[src/rtl/sync_edge_det_multi.sv]
// Multi-channel async input capture: synchroniser, glitch filter,
// mode-selectable edge detector, sticky flag and saturating counter.
module sync_edge_det_multi #(
  parameter int CH       = 4,
  parameter int SYNC_STG = 2,
  parameter int FILT_CYC = 1,
  parameter int CNT_W    = 8
) (
  input  logic                clk,
  input  logic                rstn,
  input  logic [CH-1:0]       sig_in,
  input  logic [1:0]          mode,
  input  logic [CH-1:0]       clr,
  output logic [CH-1:0]       sig_sync,
  output logic [CH-1:0]       pulse,
  output logic [CH-1:0]       sticky,
  output logic [CH*CNT_W-1:0] evt_cnt
);

  localparam int FW = $clog2(FILT_CYC) + 1;
  localparam logic [FW-1:0] FC_LAST = FW'(FILT_CYC - 1);

  typedef enum logic [1:0] {
    M_RISE = 2'b00,
    M_FALL = 2'b01,
    M_BOTH = 2'b10,
    M_OFF  = 2'b11
  } mode_e;

  mode_e mode_s;
  assign mode_s = mode_e'(mode);

  for (genvar i = 0; i < CH; i++) begin : g_ch
    logic [SYNC_STG-1:0] sync_q, sync_d;
    logic [FW-1:0]       fc_q, fc_d;
    logic                flt_q, flt_d;
    logic                flt_dly_q;
    logic                stk_q, stk_d;
    logic [CNT_W-1:0]    cnt_q, cnt_d;
    logic                sq;
    logic                rise, fall;
    logic                pls;

    assign sq = sync_q[SYNC_STG-1];

    // Filtered level only moves after FILT_CYC consecutive mismatches.
    always_comb begin
      sync_d = {sync_q[SYNC_STG-2:0], sig_in[i]};
      fc_d   = '0;
      flt_d  = flt_q;
      if (sq != flt_q) begin
        if (fc_q == FC_LAST) begin
          flt_d = sq;
        end else begin
          fc_d = fc_q + FW'(1);
        end
      end
    end

    assign rise = flt_q & ~flt_dly_q;
    assign fall = ~flt_q & flt_dly_q;

    always_comb begin
      pls = 1'b0;
      unique case (mode_s)
        M_RISE: pls = rise;
        M_FALL: pls = fall;
        M_BOTH: pls = rise | fall;
        M_OFF:  pls = 1'b0;
      endcase
    end

    // A pulse coinciding with clr still records the event.
    always_comb begin
      stk_d = pls | (stk_q & ~clr[i]);
      cnt_d = cnt_q;
      if (clr[i]) begin
        cnt_d = pls ? CNT_W'(1) : '0;
      end else if (pls && (cnt_q != '1)) begin
        cnt_d = cnt_q + CNT_W'(1);
      end
    end

    always_ff @(posedge clk) begin
      if (!rstn) begin
        sync_q    <= '0;
        fc_q      <= '0;
        flt_q     <= 1'b0;
        flt_dly_q <= 1'b0;
        stk_q     <= 1'b0;
        cnt_q     <= '0;
      end else begin
        sync_q    <= sync_d;
        fc_q      <= fc_d;
        flt_q     <= flt_d;
        flt_dly_q <= flt_q;
        stk_q     <= stk_d;
        cnt_q     <= cnt_d;
      end
    end

    assign sig_sync[i]             = flt_q;
    assign pulse[i]                = pls;
    assign sticky[i]               = stk_q;
    assign evt_cnt[i*CNT_W +: CNT_W] = cnt_q;
  end

endmodule
[config.mk]
export PLATFORM = sky130hd
export DESIGN_NAME = sync_edge_det_multi
export DESIGN_NICKNAME = d
export VERILOG_FILES = /design/src/rtl/sync_edge_det_multi.sv
export SDC_FILE = /design/constraint.sdc
export NUM_CORES = 1
export LEC_CHECK = 0
export BUFFER_PORTS_ARGS = -buffer_cell sky130_fd_sc_hd__buf_2
export CORE_UTILIZATION = 54
export DETAILED_ROUTE_END_ITERATION = 8
export GPL_TIMING_DRIVEN = 0
export PLACE_DENSITY = 0.82
export SLEW_MARGIN = 30
export SYNTH_ARGS = -nofsm -noshare
export SYNTH_HDL_FRONTEND = slang
export SYNTH_SLANG_ARGS = --single-unit
[constraint.sdc]
create_clock -name clk -period 2.1 [get_ports clk]
set_clock_uncertainty 0.2 [all_clocks]
set_input_delay 0.21 -clock clk [delete_from_list [all_inputs] [get_ports clk]]
set_output_delay 0.21 -clock clk [all_outputs]
set_load 0.03 [all_outputs]
# After elaboration in Yosys (flattened, before gate mapping)
# Index checks and enable logic that the tools add are counted.
[totals] regBits=56 latch_bits=0 ram_bits=0 romBits=0 wordCells=112 n_memories=0
[classes] add_sub_neg=8 mul=0 n_div=0 n_lt_le_gt_ge=0 eq_ne=11 shift=0 muxes=16 bitwise=36 reduce_logical=17
[ops] op="8-bit 2-to-1 mux" n=8
[ops] op="8-bit by 1-bit adder with 8-bit output (second input constant)" n=4
[ops] op="8-bit != test (second input constant)" n=4
[ops] op="1-bit inverter" n=16
[ops] op="1-bit one-hot mux with 4 select lines" n=4
[ops] op="1-bit bitwise AND" n=12
[ops] op="3-bit AND reduction" n=4
[ops] op="1-bit bitwise OR" n=8
[ops] op="2-bit AND reduction" n=4
[ops] op="2-bit nonzero test" n=4
[ops] op="1-bit adder (second input constant)" n=4
[ops] op="2-bit equality test (second input constant)" n=2
[ops] op="1-bit logical AND" n=4
[ops] op="1-bit 2-to-1 mux" n=4
[ops] op="1-bit != test" n=4
[ops] op="2-bit by 1-bit equality test with 1-bit output (second input constant)" n=1
[ops] op="2-bit zero test" n=1

# Depth between registers and ports, before layout
# Gate-level depths: netlist of the first run.
[depth] depth_word=7 ltp_mapped=7 depth_no_buf=7

# Least setup slack after synthesis of the first run
# OpenSTA, ideal clock, no wires.
[synth_path] path_type="reg2reg" start="register g_ch[2].flt_q" end="register g_ch[2].cnt_q[7]" arrival_time_ns=1.649 setup_slack_ns=0.181 path_stages_with_launch=7 n_path_buf=0 synth_period_minus_slack_ns=1.919 cell_sequence="dfxtp_1 -> inv_1 -> ha_1 -> o21ai_1 -> o211ai_1 -> or4b_1 -> a21oi_1"
[synth_via] elab_chain_cells=6 elab_cells_between_ends=7 classes_between="1 x mux; 4 x bitwise; 2 x reduce/logical"
[synth_lines] element="start: declaration" line="36" source="logic flt_q, flt_d;"
[synth_lines] element="start signal: assignment" line="95" source="flt_q <= flt_d;"
[synth_lines] element="1-bit inverter" line="61" source="assign fall = ~flt_q & flt_dly_q;"
[synth_lines] element="1-bit bitwise AND" line="61"
[synth_lines] element="1-bit bitwise OR" line="68" source="M_BOTH: pls = rise | fall;"
[synth_lines] element="1-bit one-hot mux with 4 select lines *" line="65" source="unique case (mode_s)"
[synth_lines] element="1-bit logical AND *" line="79" source="end else if (pls && (cnt_q != '1)) begin"
[synth_lines] element="2-bit nonzero test (no line) *"
[synth_lines] element="end signal: assignment" line="98" source="cnt_q <= cnt_d;"
[synth_lines] element="end: declaration" line="39" source="logic [CNT_W-1:0] cnt_q, cnt_d;"
# Every way passes the cells marked *; elsewhere a longest branch is shown, timed or not.
# A chain may end at the register's enable or synchronous reset.

# Final worst setup path of the first run
[layout_path] start="register g_ch[1].flt_q" end="register g_ch[1].cnt_q[3]"
[layout_via] elab_chain_cells=6 elab_cells_between_ends=7 classes_between="1 x mux; 4 x bitwise; 2 x reduce/logical"
[layout_lines] element="start: declaration" line="36"
[layout_lines] element="start signal: assignment" line="95"
[layout_lines] element="1-bit inverter" line="61"
[layout_lines] element="1-bit bitwise AND" line="61"
[layout_lines] element="1-bit bitwise OR" line="68"
[layout_lines] element="1-bit one-hot mux with 4 select lines *" line="65"
[layout_lines] element="1-bit logical AND *" line="79"
[layout_lines] element="2-bit nonzero test (no line) *"
[layout_lines] element="end signal: assignment" line="98"
[layout_lines] element="end: declaration" line="39"
# Marks and branches as above.

==> results of run 1 <==
## final cells by class
type | count | area (sq um)
fillers | 355 | 1310
inverters | 16 | 68.8
well taps | 67 | 83.8
repair buffers | 76 | 478
plain buffers | 17 | 118
clock inverters | 2 | 16.3
multi-input cells | 211 | 1510
flip-flops and latches | 56 | 1130
clock buffers | 6 | 72.6
## logic make-up after synthesis
kind of cell / share of synthesized area, %
and+or+nand+nor: 23.6
AOI/OAI and AO/OA: 18.9
DFF: 41.3
buffers and inverters: 6.54
adders and majority gates: 5.53
muxes: 3.92
other: 0.138
## Yosys cell counts (4+ instances only)
cell type / n
and2_1: 14
o21ai_0: 5
or4_1: 4
dfxtp_1: 56
a21oi_1: 23
inv_1: 12
nor2b_1: 9
nor2_1: 11
nand2b_1: 8
o31ai_1: 6
mux2i_1: 8
nor3_1: 7
nand2_1: 14
nand4_1: 5
buf_4: 12
nand3_1: 15
and4_1: 4
ha_1: 12
and3_1: 6
a41oi_1: 4
nand3b_1: 5
## metal layers
metal	part of all wire [%]	up-vias
met1	45	1170
li1	-	1254
met3	4.4	9
met2	49	79
met4	2.0	0
met5	0	-
## critical path, cell delays in order, from the launching register on
cell and delay [ps]:
dfxtp_4 370, inv_1 60, ha_2 150, mux2i_1 70, o22a_4 290, buf_4 150, or4_1 540, a21oi_2 160
## timing repair
item / CTS / global route
setup buffers: 9 / 8
setup endpoints to repair: 7 / 10
resized for setup: 19 / 18
endpoints found under the hold margin: 6 / 0
pin swaps: 3 / 7
hold buffers: 6 / 0
## power breakdown
part           internal, mW  switching, mW  total, mW
clock network         0.238          0.353      0.591
registers              1.08         0.0156       1.10
logic                 0.100          0.120      0.220
## registers in the layout, summed over array words and instances (netlist names)
register,cells
g_ch.flt_q,4
g_ch.flt_dly_q,4
g_ch.sync_q,8
g_ch.cnt_q,32
g_ch.fc_q,4
g_ch.stk_q,4
## per-stage QoR
stage               util (%)  setup TNS, ps
CTS                     70.0              0
floorplan                  -              0
detailed placement      64.3          -97.7
global placement        64.3              0
global route            72.7          -29.7
finish                  72.7              0
## placed cells by master, fill, tap and decap left out, types with 4 or more instances in the layout
| master | netlist | final |
|---|---|---|
| and4_1 | 4 | 4 |
| and2_1 | 14 | 14 |
| and3_1 | 6 | 6 |
| nand2_1 | 14 | 14 |
| conb_1 | 1 | 4 |
| nand3_1 | 15 | 15 |
| or4_1 | 4 | 4 |
| a41oi_1 | 4 | 4 |
| buf_2 | 1 | 50 |
| nand3b_1 | 5 | 5 |
| clkbuf_8 | 0 | 5 |
| mux2i_1 | 8 | 7 |
| dfxtp_2 | 0 | 4 |
| a21oi_1 | 23 | 22 |
| inv_1 | 12 | 12 |
| dlygate4sd3_1 | 0 | 6 |
| clkbuf_1 | 3 | 4 |
| nand4_1 | 5 | 5 |
| nand2b_1 | 8 | 8 |
| buf_6 | 1 | 5 |
| buf_4 | 12 | 29 |
| nor2b_1 | 9 | 9 |
| nor2_1 | 11 | 11 |
| nor3_1 | 7 | 7 |
| o21ai_0 | 5 | 5 |
| dfxtp_1 | 56 | 50 |
| ha_1 | 12 | 8 |
| o31ai_1 | 6 | 6 |
## worst max-delay path by stage
| stage | slack (ps) | endpoint | cells past startpoint |
|---|---|---|---|
| after detailed placement | -100 | g_ch[3].cnt_q[6]$_SDFFE_PN0P_ | 6 |
| after floorplan | 180 | g_ch[2].cnt_q[7]$_SDFFE_PN0P_ | 6 |
| after global routing | -20 | g_ch[1].cnt_q[3]$_SDFFE_PN0P_ | 7 |
| after global placement | 1 | g_ch[3].cnt_q[6]$_SDFFE_PN0P_ | 6 |
| final | 60 | g_ch[1].cnt_q[3]$_SDFFE_PN0P_ | 7 |
| after CTS | 5 | pulse[1] | 6 |
==> flow_metrics.tcl, run 1 <==
set metrics [dict create \
    reg2reg_slack_ps 60 \
    post-route-period-util_pct 96.9 \
    grt_first_pass_wirelength_um 9590 \
    fin_ws_ps 64.4 \
    vdd_drop_max_v 0.000485 \
    dp.cells 420 \
    cts_htree_levels 2 \
    maxCapViolations 0 \
    finalPower_mw 1.91 \
    r2r-end "g_ch[1].cnt_q[3]$_SDFFE_PN0P_" \
    finalMaxSlewViolations 0 \
    final_area_sq_um 3480 \
    critPathLaunchType "flip-flop" \
    final_cells 451 \
    die_area_sq_um 5320 \
    period_minus_slack_ps 2040 \
    drtIter0Drc 89 \
    overflow 0 \
    hp-start "clr[3]" \
    ys_async_sr_fraction_pct 0 \
    gp_congestion 0.842 \
    dp_hpwl_um 3970 \
    cts_tree "done" \
    power_leakage_nw 1.46 \
    hold_depth 3 \
    setup_viol 0 \
    drive_gt1_share_pct 31.5 \
    antenna_cells 0 \
    outcome "finished, final reports clean" \
    synth-seq-cells 56 \
    max_freq_mhz 491 \
    yosysTopAreaCell "dfxtp_1" \
    hold_slack_ps 17.3 \
    seq_area_frac_synth_pct 41.3 \
    dpl-instance-area_sq_um 3080 \
    initial_core_util_pct 56.7 \
    grt_usage_pct 23.3 \
    via_per_inst 5.57 \
    yosysWarningCount 0 \
    finalWirelength_um 6090 \
    synth.top_cell.area_share_pct 41.3 \
    wl_per_cell_um 13.5 \
    synthDistinctLibCells 55 \
    std_cell_rows 25 \
    crit_arrival_ps 2090 \
    crit_fanout 5 \
    cts_root_buf "clkbuf_8" \
    clk_latency_ps 310 \
    holdPathEnd "g_ch[3].stk_q$_SDFF_PN0_" \
    hp-class "in2reg" \
    die_h_um 72.9 \
    fp.dieW_um 72.9 \
    met1_usage_pct 29.6 \
    synth_edf_count 0 \
    synth_flop_cell "dfxtp_1" \
    syn_area_sq_um 2720 \
    met3_usage_pct 4.83 \
    antenna_found_initial 0 \
    grt_use_met2_pct 38.5 \
    io_pins 56 \
    crit_required_ps 2150 \
    busiest_layer "met2" \
    drt_pass1_iterations 4 \
    synth_cells 297 \
    grt_start_max_net_pins 18 \
    dp_slack_ps -97.7 \
    core_sq_um 4790 \
    rr_startpoint "g_ch[1].flt_q$_SDFFE_PN0P_" \
    clk_pin_slew_ps 100 \
    synth_area_leaders "dfxtp_1 41%, ha_1 5.5%, a21oi_1 4.2%" \
    vias 2512 \
    cts_buffers 5 \
    cts_buffer_depth 2 \
    route.detailed.drc 0 \
    rsz0062_at_grt "yes" \
    antenna_left 0 \
    power.density_nw_per_um2 549 \
    finalHoldViolCount 0 \
    cts_sinks 56 \
    synth_area_per_cell_sq_um 9.14 \
    r2r_cells 7 \
    critPathLaunch "g_ch[1].flt_q$_SDFFE_PN0P_" \
    area_delta_synth_final_pct 28.2 \
    crit_type "reg2reg" \
    nNetsFinal 407 \
    endpoint_kind "flip-flop" \
    port_buffers 53 \
    grt_pass1_vias 2202 \
]
Power figures use the tool's default switching activity.
==> inputs of run 2 (changes only) <==
--- a/config.mk
+++ b/config.mk
@@ -6,9 +6,12 @@
 export NUM_CORES = 1
 export LEC_CHECK = 0
 export BUFFER_PORTS_ARGS = -buffer_cell sky130_fd_sc_hd__buf_2
+export CORE_ASPECT_RATIO = 2
 export CORE_UTILIZATION = 54
+export CTS_CLUSTER_DIAMETER = 150
 export DETAILED_ROUTE_END_ITERATION = 8
 export GPL_TIMING_DRIVEN = 0
+export MAX_ROUTING_LAYER = met4
 export PLACE_DENSITY = 0.82
 export SLEW_MARGIN = 30
 export SYNTH_ARGS = -nofsm -noshare
==> run 2 against run 1 <==
Compared with the run above: worst setup slack got worse by 8.2 ps; first-iteration DRC count fell by 26%; non-clock buffer count decreased by 4; clock power is 20% higher; via count grew 2.7%; critical path depth did not move; flip-flop and latch count stayed put; count of clock-buffer cells in the layout decreased by 1; die area grew 0.32%; highest routed layer unchanged; fmax decreased by 0.40%; sequential power hardly changed.
==> flow_metrics.tcl, run 2 (synthesized netlist as in run 1, its figures left out) <==
set metrics [dict create \
    pwr-share-clk_pct 35.1 \
    n_fill_cell 374 \
    post-route-period-util_pct 97.3 \
    clk_pin_slew_ps 100 \
    std_cell_rows 36 \
    rsz0062_at_grt "no" \
    crit_fanout 2 \
    die_area_sq_um 5330 \
    port_buffers 53 \
    drtIter0Drc 66 \
    area_delta_synth_final_pct 26.7 \
    power_leakage_nw 1.45 \
    crit_arrival_ps 1630 \
    r2r_cells 7 \
    hold_depth 3 \
    intPower_mw 1.53 \
    hp-class "in2reg" \
    hold_slack_ps 8.29 \
    cts_sinks 56 \
    grt_usage_pct 24.8 \
    final_cell_mix "50 x buf_2, 50 x dfxtp_1, 26 x buf_4, 22 x a21oi_1, 15 x nand3_1" \
    wl_per_cell_um 14.6 \
    core_sq_um 4860 \
    cts_buffers 5 \
    antenna_left 0 \
    drt_pass1_iterations 4 \
    hp-start "clr[1]" \
    drive_gt1_share_pct 30.8 \
    initial_core_util_pct 55.8 \
    r2r-end "g_ch[0].cnt_q[7]$_SDFFE_PN0P_" \
    grt_start_max_net_pins 18 \
    cts_htree_levels 2 \
    grt_first_pass_wirelength_um 9720 \
    holdPathEnd "g_ch[1].stk_q$_SDFF_PN0_" \
    outcome "finished, final reports clean" \
    p_sw_share_pct 24.4 \
    gp_congestion 0.919 \
    route.detailed.drc 0 \
    vdd_drop_max_v 0.000571 \
    endpoint_kind "output port" \
    power.density_nw_per_um2 588 \
    p_sw_mw 0.493 \
    vias 2581 \
    antenna_found_initial 0 \
    comb_power_share_pct 10.7 \
    maxCapViolations 0 \
    cts_root_buf "clkbuf_8" \
    period_minus_slack_ps 2040 \
    finalMaxSlewViolations 0 \
    io_pins 56 \
    finalHoldViolCount 0 \
    max_freq_mhz 489 \
    antenna_cells 0 \
    rr_startpoint "g_ch[0].flt_q$_SDFFE_PN0P_" \
    crit_type "reg2out" \
    max_slew.worst_pin.slew_ps 532 \
    reg2reg_slack_ps 70 \
    nNetsFinal 403 \
    overflow 0 \
    finalWirelength_um 6380 \
    power_frac_seq_pct 54.2 \
    crit_required_ps 1690 \
    critPathLaunchType "flip-flop" \
    top_regs "g_ch.cnt_q: 32 flops, g_ch.sync_q: 8 flops" \
    setup_viol 0 \
    fp.dieW_um 52.1 \
    largest_register_ffs 32 \
    relSlewSlack_pct 64.4 \
    clk_latency_ps 310 \
    cts_tree "done" \
    grt_pass1_vias 2235 \
    fin_setup_tns_ps 0 \
    critPathLaunch "g_ch[2].flt_dly_q$_SDFF_PN0_" \
    via_per_inst 5.91 \
    die_h_um 102 \
    top_register "g_ch.cnt_q" \
    dp_hpwl_um 4310 \
    cts_buffer_depth 2 \
]
## run 2: worst max path at each step
| stage | endpoint | depth (start not counted) | slack [ps] |
|---|---|---|---|
| 2_1_floorplan | g_ch[2].cnt_q[7]$_SDFFE_PN0P_ | 6 | 180 |
| 3_3_place_gp | g_ch[3].cnt_q[6]$_SDFFE_PN0P_ | 6 | -30 |
| 3_5_place_dp | g_ch[3].cnt_q[6]$_SDFFE_PN0P_ | 6 | -40 |
| 4_1_cts | pulse[0] | 7 | 3 |
| 5_1_grt | pulse[2] | 7 | 0.7 |
| 6_report | pulse[2] | 7 | 60 |
## run 2: worst max-delay path, cell delays in order, from the launching register on
cell and delay [ps]:
dfxtp_4 380, inv_2 30, ha_1 160, mux2_4 290
o21ai_4 150, inv_2 50, buf_4 130, buf_6 130
## run 2: layout make-up
| class | count | area [sq um] | share of cell area [%] |
|---|---|---|---|
| Inverter | 16 | 66.3 | 1.93 |
| Clock buffer | 5 | 68.8 | 2.00 |
| Sequential cell | 56 | 1140 | 33.0 |
| Tap cell | 57 | 71.3 | 2.07 |
| Multi-Input combinational cell | 211 | 1490 | 43.4 |
| Clock inverter | 3 | 42.5 | 1.24 |
| Buffer | 16 | 110 | 3.20 |
| Timing Repair Buffer | 73 | 453 | 13.2 |
## run 2: through the flow
stage	power (mW)	instance area (sq um)	utilization [%]	instances	worst slack, ps
4_1_cts	2.02	3350	69.0	432	3.17
3_5_place_dp	1.30	3060	63.0	410	-39.8
3_3_place_gp	1.29	3060	63.0	410	-34.2
2_1_floorplan	1.25	2730	-	300	181
6_report	2.02	3440	70.7	437	56.2
5_1_grt	2.08	3440	70.7	437	0.706
## run 2: routing by layer
layer	up-vias	track usage [%]	routed length (um)
li1	1250	-	-
met1	1228	23.2	2390
met3	17	3.57	251
met4	0	10.1	171
met2	86	47.5	3560
met5	-	-	0
## run 2: timing repair
| action | CTS | global route |
|---|---|---|
| setup buffers | 9 | 6 |
| hold buffers | 5 | 0 |
| pin swaps | 4 | 8 |
| hold endpoints to repair | 5 | 0 |
| endpoints found under the setup margin | 7 | 12 |
| gates resized for setup | 21 | 13 |
## run 2: power by group through the flow
stage | logic [mW] | registers, mW | clock network (mW)
floorplan | 0.115 | 1.13 | 0
global placement | 0.168 | 1.12 | 0
detailed placement | 0.171 | 1.13 | 0
CTS | 0.204 | 1.10 | 0.718
global route | 0.234 | 1.10 | 0.751
finish | 0.217 | 1.10 | 0.709
